### config.mk
export PLATFORM = sky130hd
export DESIGN_NAME = keypad_entry
export DESIGN_NICKNAME = d
export VERILOG_FILES = /design/src/rtl/keypad_entry.sv
export SDC_FILE = /design/constraint.sdc
export NUM_CORES = 1
export LEC_CHECK = 0
export CAP_MARGIN = 20
export CELL_PAD_IN_SITES_DETAIL_PLACEMENT = 0
export CELL_PAD_IN_SITES_GLOBAL_PLACEMENT = 1
export CORE_MARGIN = 5
export CORE_UTILIZATION = 42
export DETAILED_ROUTE_END_ITERATION = 16
export PLACE_DENSITY = 0.9
export SLEW_MARGIN = 20
export SYNTH_ARGS = -nofsm -noshare
export SYNTH_HDL_FRONTEND = slang
export SYNTH_SLANG_ARGS = --single-unit
### constraint.sdc
create_clock -name i_clk -period 2.75 [get_ports i_clk]
set_input_delay 0.825 -clock i_clk [delete_from_list [all_inputs] [get_ports i_clk]]
set_output_delay 0.825 -clock i_clk [all_outputs]
set_load 0.02 [all_outputs]
### src/rtl/keypad_entry.sv
// Debounced keypad entry collector: qualifies one event per physical press and
// accumulates decimal digits into a left-shifting packed-BCD entry register.
module keypad_entry #(
    parameter int DIGITS          = 4,
    parameter int DEBOUNCE_CYCLES = 1_000_000
) (
    input  logic                          i_clk,
    input  logic                          i_rst_n,
    input  logic [3:0]                    i_key,
    input  logic                          i_key_detected,
    input  logic                          i_clear,
    output logic [4*DIGITS-1:0]           o_entry,
    output logic [$clog2(DIGITS+1)-1:0]   o_digit_count,
    output logic                          o_key_pulse,
    output logic [3:0]                    o_key_code,
    output logic                          o_entry_valid,
    output logic                          o_cmd_pulse,
    output logic                          o_busy
);

    localparam int CW = $clog2(DIGITS+1);
    localparam int DW = $clog2(DEBOUNCE_CYCLES+1);
    localparam int EW = 4*DIGITS;
    localparam logic [CW-1:0] FULL    = CW'(DIGITS);
    localparam logic [DW-1:0] DB_LAST = DW'(DEBOUNCE_CYCLES-1);

    typedef enum logic [1:0] {IDLE, PRESS_DB, HELD, RELEASE_DB} state_t;

    state_t          r_state;
    logic [DW-1:0]   r_cnt;
    logic [3:0]      r_cand;
    logic [EW-1:0]   r_entry;
    logic [CW-1:0]   r_count;
    logic            r_key_pulse;
    logic [3:0]      r_key_code;
    logic            r_entry_valid;
    logic            r_cmd_pulse;
    logic            r_busy;

    logic            w_accept;
    logic [EW-1:0]   w_shl;
    logic [EW-1:0]   w_entry_next;
    logic [CW-1:0]   w_count_next;
    logic            w_full_now;

    generate
        if (DIGITS > 1) begin : g_shl
            assign w_shl = {r_entry[EW-5:0], r_cand};
        end else begin : g_shl_single
            assign w_shl = r_cand;
        end
    endgenerate

    // Acceptance happens on the edge that would bring the counter to DEBOUNCE_CYCLES.
    assign w_accept = (r_state == PRESS_DB) && i_key_detected &&
                      (i_key == r_cand) && (r_cnt == DB_LAST);

    always_comb begin
        w_entry_next = r_entry;
        w_count_next = r_count;
        w_full_now   = 1'b0;
        if (w_accept) begin
            if (r_cand <= 4'd9) begin
                if (r_count == FULL) begin
                    w_entry_next = EW'(r_cand);
                    w_count_next = CW'(1);
                end else begin
                    w_entry_next = w_shl;
                    w_count_next = r_count + CW'(1);
                    w_full_now   = (r_count + CW'(1) == FULL);
                end
            end else if (r_cand == 4'hE && r_count != '0 && r_count != FULL) begin
                w_entry_next = r_entry >> 4;
                w_count_next = r_count - CW'(1);
            end
        end
        // Clear overrides any entry change from a coincident acceptance.
        if (i_clear) begin
            w_entry_next = '0;
            w_count_next = '0;
            w_full_now   = 1'b0;
        end
    end

    always_ff @(posedge i_clk or negedge i_rst_n) begin
        if (!i_rst_n) begin
            r_state       <= IDLE;
            r_cnt         <= '0;
            r_cand        <= '0;
            r_entry       <= '0;
            r_count       <= '0;
            r_key_pulse   <= 1'b0;
            r_key_code    <= '0;
            r_entry_valid <= 1'b0;
            r_cmd_pulse   <= 1'b0;
            r_busy        <= 1'b0;
        end else begin
            r_entry       <= w_entry_next;
            r_count       <= w_count_next;
            r_key_pulse   <= w_accept;
            r_entry_valid <= w_full_now;
            r_cmd_pulse   <= w_accept && (r_cand == 4'hF);
            if (w_accept) begin
                r_key_code <= r_cand;
            end

            case (r_state)
                IDLE: begin
                    if (i_key_detected) begin
                        r_cand  <= i_key;
                        r_cnt   <= DW'(1);
                        r_state <= PRESS_DB;
                        r_busy  <= 1'b1;
                    end
                end
                PRESS_DB: begin
                    if (!i_key_detected) begin
                        r_cnt   <= '0;
                        r_state <= IDLE;
                        r_busy  <= 1'b0;
                    end else if (i_key != r_cand) begin
                        r_cand <= i_key;
                        r_cnt  <= DW'(1);
                    end else begin
                        r_cnt <= r_cnt + DW'(1);
                        if (r_cnt == DB_LAST) begin
                            r_state <= HELD;
                        end
                    end
                end
                HELD: begin
                    if (!i_key_detected) begin
                        r_cnt   <= DW'(1);
                        r_state <= RELEASE_DB;
                    end
                end
                RELEASE_DB: begin
                    if (i_key_detected) begin
                        r_state <= HELD;
                    end else if (r_cnt == DB_LAST) begin
                        r_cnt   <= '0;
                        r_state <= IDLE;
                        r_busy  <= 1'b0;
                    end else begin
                        r_cnt <= r_cnt + DW'(1);
                    end
                end
                default: begin
                    r_cnt   <= '0;
                    r_state <= IDLE;
                    r_busy  <= 1'b0;
                end
            endcase
        end
    end

    assign o_entry       = r_entry;
    assign o_digit_count = r_count;
    assign o_key_pulse   = r_key_pulse;
    assign o_key_code    = r_key_code;
    assign o_entry_valid = r_entry_valid;
    assign o_cmd_pulse   = r_cmd_pulse;
    assign o_busy        = r_busy;

endmodule

# Yosys cells after proc, flatten, opt, wreduce, memory -nomap -nowiden
# Index checks and enable logic that the tools add are counted.
[totals]
output_inout_bits = 27
regBits = 53
elab_cells = 90
[op_classes]
magnitude_cmp = 1
addsub = 3
n_reduce_logical = 17
eq_ne = 21
muxes = 38
[ops]
columns = ["op", "count"]
rows = [
  ["$mux 20", 6],
  ["$mux 16", 5],
  ["$pmux 20 s4", 1],
  ["$add 20x1->20 const B", 1],
  ["$eq 20x20->1 const B", 1],
  ["$mux 3", 5],
  ["$mux 2", 7],
  ["$mux 4", 3],
  ["$ne 2x2->1 const B", 6],
  ["$reduce_and 5->1", 2],
  ["$ne 3x3->1 const B", 3],
  ["$reduce_bool 3->1", 3],
  ["$eq 4x4->1 const B", 2],
  ["$mux 1", 8],
  ["$pmux 2 s4", 1],
  ["$pmux 4 s2", 1],
  ["$eq 3x3->1 const B", 2],
  ["$logic_and 1x1->1", 6],
  ["$eq 2x2->1 const B", 2],
  ["$eq 4x4->1", 1],
  ["$le 4x4->1 const B", 1],
  ["$ne 4x4->1", 1],
  ["$reduce_and 4->1", 1],
  ["$reduce_bool 2->1", 2],
  ["9 further kinds", 9],
]

# Longest topological paths before layout
# Gate-level depths: netlist (run 1).
[logic_depth]
word_depth = 7
mapped_depth = 9
ltp_nobuf = 8

# Worst setup path after synthesis (run 1)
# OpenSTA, ideal clock, no wires.
[synth_timing]
path_type = "input -> register"
start = "input port i_key[1]"
end = "register r_key_code[0], in the netlist o_key_code[0]"
arrival_ns = 2.525
path_slack_ns = 0.100
t_required_ns = 2.625
path_stages = 5
path_cell_list = "xor2_1 nor4_1 and3_2 buf_4 mux2_2"
[synth_between]
elab_chain_len = 3
[synth_rtl]
columns = ["element", "line", "rtl"]
rows = [
  ["start: declaration", "9", "input logic [3:0] i_key,"],
  ["$eq 4x4->1", "56", "(i_key == r_cand) && (r_cnt == DB_LAST);"],
  ["$logic_and 1x1->1", "55", "assign w_accept = (r_state == PRESS_DB) && i_key_detected &&"],
  ["$logic_and 1x1->1", "56", ""],
  ["end signal: assignment", "104", "r_key_code <= r_cand;"],
  ["end: declaration", "35", "logic [3:0] r_key_code;"],
]
# No other way between the ends.
# A chain may end at the register's enable or synchronous reset.

# Worst setup path in the final report (run 1)
[layout_timing]
start = "register r_cnt[10]"
end = "register r_entry[2], in the netlist o_entry[2]"
[layout_between]
elab_chain_len = 4
[layout_rtl]
columns = ["element", "line", "rtl"]
rows = [
  ["start: declaration", "30", "logic [DW-1:0] r_cnt;"],
  ["start signal: assignment", "125", "r_cnt <= r_cnt + DW'(1);"],
  ["start signal: assignment", "145", "r_cnt <= r_cnt + DW'(1);"],
  ["$eq 20x20->1", "56", ""],
  ["$logic_and 1x1->1", "56", ""],
  ["$reduce_bool 2->1 (no line)", "n/a", ""],
  ["$reduce_and 2->1 (no line)", "n/a", ""],
  ["end signal: assignment", "98", "r_entry <= w_entry_next;"],
  ["end: declaration", "32", "logic [EW-1:0] r_entry;"],
]
# No other way between the ends.

==> flow_metrics.tcl, run 1 <==
set metrics [dict create \
    vdd_drop_max_v 0.000242 \
    clock-sinks 53 \
    post_synthesis_cells 295 \
    root_buffer "sky130_fd_sc_hd__clkbuf_8" \
    totalWireLength_mm 5.87 \
    core-area_sq_um 6350 \
    hold_path.class "primary input to async pin" \
    fin_nets 348 \
    critical_path_class "flip-flop to flip-flop" \
    grt_overall_usage 0.150 \
    synth-seq-cells 53 \
    worst_ep_required_time_ns 2.92 \
    final.fill_count 582 \
    initial_utilization 0.433 \
    ioPinCount 35 \
    power.static_leakage_nw 1.45 \
    postCtsSetupBuffers 0 \
    finalSetupViolCount 0 \
    critical_path.startpoint "r_cnt[10]" \
    timing.setup.tns_ns 0 \
    critPathCaptureType "flip-flop" \
    place_inst 405 \
    sequentialPowerShare 0.555 \
    num_vias 2212 \
    postSynthAreaPerCell_sq_um 9.31 \
    final.min_clock_period_ns 2.59 \
    antenna_cell_count 0 \
    worstPathMaxFanout 20 \
    synth_warnings 0 \
    yosysUniqueCellTypes 45 \
    gp_congestion 0.822 \
    critical_path_startpoint_category "flip-flop" \
    regToRegStartpoint "r_cnt[10]" \
    report.final.slew_viol_count 0 \
    internal_power_mw 1.12 \
    worst_slew_pin_slew_ns 0.669 \
    worst_r2r_path_depth 7 \
    power.density_nw_per_um2 440 \
    antenna_found_initial 0 \
    cts.clk_slew.worst_paths_ns 0.10 \
    number_of_rows_in_the_core_area 29 \
    detailed_place_hpwl_mm 4.19 \
    worstPathArrival_ns 2.77 \
    synth_edf_count 0 \
    vias_in_the_first_global_route 2206 \
    cts.repair.resized 0 \
    timing.final.ws_setup_ns 0.158 \
    ctsHoldBuffers 0 \
    clockPowerShare 0.356 \
    post_route_non_filler_standard_cell_count 413 \
    max_cap_violations 0 \
    async_flop_share 1.00 \
    netSwitchingPower_mw 0.348 \
    clkLatencyLatePin_ns 0.30 \
    max_freq_mhz 386 \
    drtAntennaViolNets 0 \
    final-seq-area_sq_um 1330 \
    dr_wl_cell_microns 14.2 \
    total_area_of_multi_input_combinational_cells_sq_um 1310 \
    die_area_sq_um 8260 \
    wire_length_of_the_first_global_routing_pass_mm 10.5 \
    initialDrtViolationCount 51 \
    swShare 0.237 \
    r2r-end "o_entry[2]" \
    cts_htree_levels 2 \
    timing.reg2reg.setup_slack_ns 0.16 \
    timing.critical_path.slowest_cell_delay_ns 0.55 \
    synth_seq_area_share 0.483 \
    avgViaCountPerCell 5.36 \
    hold_viol_final 0 \
    flow.area_growth_from_synthesis_pct 21.5 \
    die_w_microns 90.9 \
    largest_net_degree_at_the_start_of_global_routing 25 \
    timing.critical_path.slowest_stage_cell "sky130_fd_sc_hd__or4_4" \
    post_synthesis_net_count 308 \
    synthesis.area_sq_um 2750 \
    worst_case_clock_buffer_depth 2 \
    ys_dominant_reg_cell "sky130_fd_sc_hd__dfrtp_1" \
    drt-pass1-iter-count 5 \
    pwr-share-comb 0.088 \
    grt_setup_unrepaired "no" \
    slew_headroom 0.551 \
    remaining_drcs 0 \
    port_bufs 34 \
    finalClockSkew_ns 0.0124 \
    number_of_buffers_created_by_cts 5 \
    die_y_microns 90.9 \
    cts_tree "built" \
    critical_path.cell_chain "or4b_1, or4_4, nor3_2, and3_2, buf_12, mux2i_1, nor2_1" \
    power.total_mw 1.47 \
    post_route_cells_drive_above_1_share 0.110 \
    layout_worst_path_cycle_share 0.942 \
    run_status "completed" \
    gr-total-overflow 0 \
    detailedPlace.worstSlack_ns 0.0123 \
]
==> cells in the mapped netlist, types with 3 or more instances <==
master	count	area, sq um
sky130_fd_sc_hd__xor2_1	16	140
sky130_fd_sc_hd__mux2_2	4	45.0
sky130_fd_sc_hd__nand2_1	28	105
sky130_fd_sc_hd__a21oi_1	22	110
sky130_fd_sc_hd__nand4_1	10	62.6
sky130_fd_sc_hd__nor2_1	61	229
sky130_fd_sc_hd__nand2b_1	6	37.5
sky130_fd_sc_hd__and3_2	3	22.5
sky130_fd_sc_hd__buf_6	3	33.8
sky130_fd_sc_hd__ha_1	5	62.6
sky130_fd_sc_hd__dfrtp_1	53	1330
sky130_fd_sc_hd__clkbuf_1	9	33.8
sky130_fd_sc_hd__inv_1	8	30.0
sky130_fd_sc_hd__o22ai_1	10	62.6
sky130_fd_sc_hd__o21ai_0	5	25.0
sky130_fd_sc_hd__xnor2_1	7	61.3
sky130_fd_sc_hd__nand3_1	8	40.0
sky130_fd_sc_hd__mux2i_1	5	50.1
==> worst max path at each step <==
stage | endpoint | slack [ns] | depth (start not counted)
2_1_floorplan | o_key_code[0] | 0.10 | 5
3_3_place_gp | o_entry[13] | 0.03 | 8
3_5_place_dp | o_entry[14] | 0.01 | 8
4_1_cts | o_entry[2] | 0.15 | 7
5_1_grt | o_entry[2] | 0.02 | 7
6_report | o_entry[2] | 0.16 | 7
==> cells in the final DEF, fill, tap and decap left out, types with 5 or more instances in the layout <==
master	instances
sky130_fd_sc_hd__dfrtp_1	53
sky130_fd_sc_hd__nand4_1	10
sky130_fd_sc_hd__buf_4	12
sky130_fd_sc_hd__nand2b_1	6
sky130_fd_sc_hd__mux2i_1	5
sky130_fd_sc_hd__a21oi_1	22
sky130_fd_sc_hd__xor2_1	16
sky130_fd_sc_hd__nand3_1	8
sky130_fd_sc_hd__xnor2_1	7
sky130_fd_sc_hd__clkdlybuf4s50_1	33
sky130_fd_sc_hd__o22ai_1	10
sky130_fd_sc_hd__nand2_1	28
sky130_fd_sc_hd__inv_1	8
sky130_fd_sc_hd__clkbuf_8	5
sky130_fd_sc_hd__ha_1	5
sky130_fd_sc_hd__nor2_1	61
sky130_fd_sc_hd__o21ai_0	5
==> sequential cells by signal (all words and copies together) (netlist names), named ones only <==
| register | count |
|---|---|
| r_state | 1 |
| o_entry | 16 |
| r_cnt | 20 |
| r_cand | 4 |
| o_busy | 1 |
| o_digit_count | 3 |
| o_key_code | 4 |
| o_key_pulse | 1 |
| o_cmd_pulse | 1 |
| o_entry_valid | 1 |
==> cell type report <==
type                            count  area share
Sequential cell                    53       0.398
Multi-Input combinational cell    219       0.392
Timing Repair Buffer               48       0.140
Tap cell                           77      0.0289
Clock buffer                        6      0.0218
Clock inverter                      2      0.0116
Inverter                            8     0.00900
==> critical path, delay by kind of cell (launching register included) <==
family        cells  cell delay (ns)
simple gates      5             1.68
buf+inv           1             0.16
flops             1             0.43
mux               1             0.20
==> through the flow <==
step           instance area, sq um  hold WS, ns   util
3_3_place_gp                   3220        0.498  0.508
3_5_place_dp                   3220        0.499  0.508
4_1_cts                        3340        0.410  0.525
2_1_floorplan                  2750        0.503      -
6_report                       3340        0.401  0.525
5_1_grt                        3340        0.405  0.525
==> power groups by stage <==
stage	clock network, mW	logic [mW]	registers [mW]
after floorplan	0	0.0810	0.819
after global placement	0	0.128	0.830
final	0.522	0.130	0.815
after CTS	0.540	0.132	0.815
after global routing	0.588	0.147	0.817
after detailed placement	0	0.131	0.830
==> kinds of logic after synthesis <==
logic type      after synthesis  synth area share
compound gates               46             0.107
xor+xnor                     23            0.0733
fa+ha+maj                     5            0.0228
buf+inv                      23            0.0415
flops                        53             0.483
mux                           9            0.0346
simple gates                136             0.238
==> metal layers <==
metal,up-vias,GRT usage,part of all wire
li1,1084,-,-
met5,-,0,0
met1,1055,0.199,0.44
met2,69,0.252,0.49
met4,0,0.0355,0.0053
met3,4,0.0308,0.062
Power figures use the tool's default switching activity.
==> run 2, diff against run 1 <==
--- a/config.mk
+++ b/config.mk
@@ -11,6 +11,7 @@
 export CORE_MARGIN = 5
 export CORE_UTILIZATION = 42
 export DETAILED_ROUTE_END_ITERATION = 16
+export MAX_ROUTING_LAYER = met4
 export PLACE_DENSITY = 0.9
 export SLEW_MARGIN = 20
 export SYNTH_ARGS = -nofsm -noshare
==> flow_metrics.tcl, run 2 (synthesis gave the netlist of run 1 again) <==
set metrics [dict create \
    fin_area_sq_um 3340 \
    drt-pass1-iter-count 4 \
    report.final.slew_viol_count 0 \
    most_common_cell_after_layout_fill_and_taps_aside "sky130_fd_sc_hd__nor2_1" \
    finalSetupViolCount 0 \
    regToRegStartpoint "r_cnt[10]" \
    slew_headroom 0.558 \
    core-area_sq_um 6350 \
    postPlaceCellArea_sq_um 3220 \
    critical_path_startpoint_category "flip-flop" \
    layout.cells.most_common_list "61 x sky130_fd_sc_hd__nor2_1, 53 x sky130_fd_sc_hd__dfrtp_1, 33 x sky130_fd_sc_hd__clkdlybuf4s50_1" \
    dr_wl_cell_microns 14.3 \
    critical_path.startpoint "r_cnt[10]" \
    ioPinCount 35 \
    vias_in_the_first_global_route 2204 \
    clock-sinks 53 \
    largest_register_ffs 20 \
    wire_length_of_the_first_global_routing_pass_mm 10.5 \
    grt_setup_unrepaired "no" \
    die_w_microns 90.9 \
    flow.area_growth_from_synthesis_pct 21.5 \
    remaining_drcs 0 \
    worst_case_clock_buffer_depth 2 \
    root_buffer "sky130_fd_sc_hd__clkbuf_8" \
    largest_net_degree_at_the_start_of_global_routing 25 \
    critPathCaptureType "flip-flop" \
    totalWireLength_mm 5.89 \
    die_y_microns 90.9 \
    num_vias 2229 \
    number_of_rows_in_the_core_area 29 \
    postCtsSetupBuffers 0 \
    initial_utilization 0.433 \
    antenna_found_initial 0 \
    antenna_cell_count 0 \
    port_bufs 34 \
    clkLatencyLatePin_ns 0.30 \
    number_of_buffers_created_by_cts 5 \
    drtAntennaViolNets 0 \
    worstPathMaxFanout 20 \
    finalClockSkew_ns 0.0151 \
    gp_congestion 0.834 \
    cts.repair.resized 0 \
    worstPathArrival_ns 2.76 \
    max_cap_violations 0 \
    critical_path_class "flip-flop to flip-flop" \
    ctsHoldBuffers 0 \
    cts.clk_slew.worst_paths_ns 0.10 \
    cts_tree "built" \
    worst_ep_required_time_ns 2.93 \
    hold_path.class "primary input to async pin" \
    initialDrtViolationCount 80 \
    run_status "completed" \
    die_area_sq_um 8260 \
    final.min_clock_period_ns 2.58 \
    layout_worst_path_cycle_share 0.940 \
    worst_slew_pin_slew_ns 0.658 \
    gr-total-overflow 0 \
    fin_nets 348 \
    detailed_place_hpwl_mm 4.19 \
    grt_overall_usage 0.154 \
    hold_viol_final 0 \
    largest_register "r_cnt" \
    vdd_drop_max_v 0.000242 \
    post_route_cells_drive_above_1_share 0.110 \
    timing.setup.tns_ns 0 \
    power.density_nw_per_um2 441 \
    max_freq_mhz 387 \
    avgViaCountPerCell 5.40 \
    power.static_leakage_nw 1.45 \
    cts_htree_levels 2 \
]
## run 2: cell counts in the layout (fill, tap and decap cells not counted)
Identical to the previous run, type by type.
## run 2: worst paths after layout
path / slack, ns / to / depth (start not counted)
worst max-delay path: 0.17 / o_entry[2] / 7
worst min-delay path: 0.40 / o_digit_count[1] / 1
worst max register to register: 0.17 / o_entry[2] / 7
worst min register to register: 0.52 / o_key_code[2] / 1
max in group asynchronous: 1.69 / r_cnt[13] / 2
min in group i_clk: 0.52 / o_key_code[2] / 1
## run 2: area by class of cell
type | instances | area, sq um
clock inverter | 2 | 38.8
sequential | 53 | 1330
fill | 582 | 3010
timing repair buffer | 48 | 465
tap | 77 | 96.3
multi-input combinational | 219 | 1310
inverter | 8 | 30.0
clock buffer | 6 | 72.6
## run 2: per-stage QoR
step                      hold slack, ns  total power, mW  utilization  cells  setup WS (ns)
after floorplan                    0.503            0.900            -    295          0.100
after global placement             0.498            0.958        0.508    405         0.0326
after detailed placement           0.499            0.961        0.508    405         0.0123
after CTS                          0.410             1.49        0.525    413          0.155
after global routing               0.405             1.55        0.525    413         0.0223
final                              0.401             1.47        0.525    413          0.166
## run 2: worst max-delay path: stages, from the launching register on
cell and delay (ns):
sky130_fd_sc_hd__dfrtp_1 0.43, sky130_fd_sc_hd__or4b_1 0.52, sky130_fd_sc_hd__or4_4 0.55, sky130_fd_sc_hd__nor3_2 0.29
sky130_fd_sc_hd__and3_2 0.26, sky130_fd_sc_hd__buf_12 0.16, sky130_fd_sc_hd__mux2i_1 0.20, sky130_fd_sc_hd__nor2_1 0.05
## run 2: metal layers
layer	vias to the layer above	GRT usage	routed length (microns)
li1	1082	-	-
met1	1074	0.199	2630
met2	69	0.252	2880
met3	4	0.0308	344
met4	0	0.0355	36
met5	-	-	0
## run 2: power by group
part | total [mW] | switching (mW) | leakage [nW] | internal (mW)
logic | 0.130 | 0.0742 | 0.669 | 0.0555
registers | 0.815 | 0.0250 | 0.725 | 0.790
clock network | 0.527 | 0.253 | 0.0554 | 0.274
total | 1.47 | 0.353 | 1.45 | 1.12
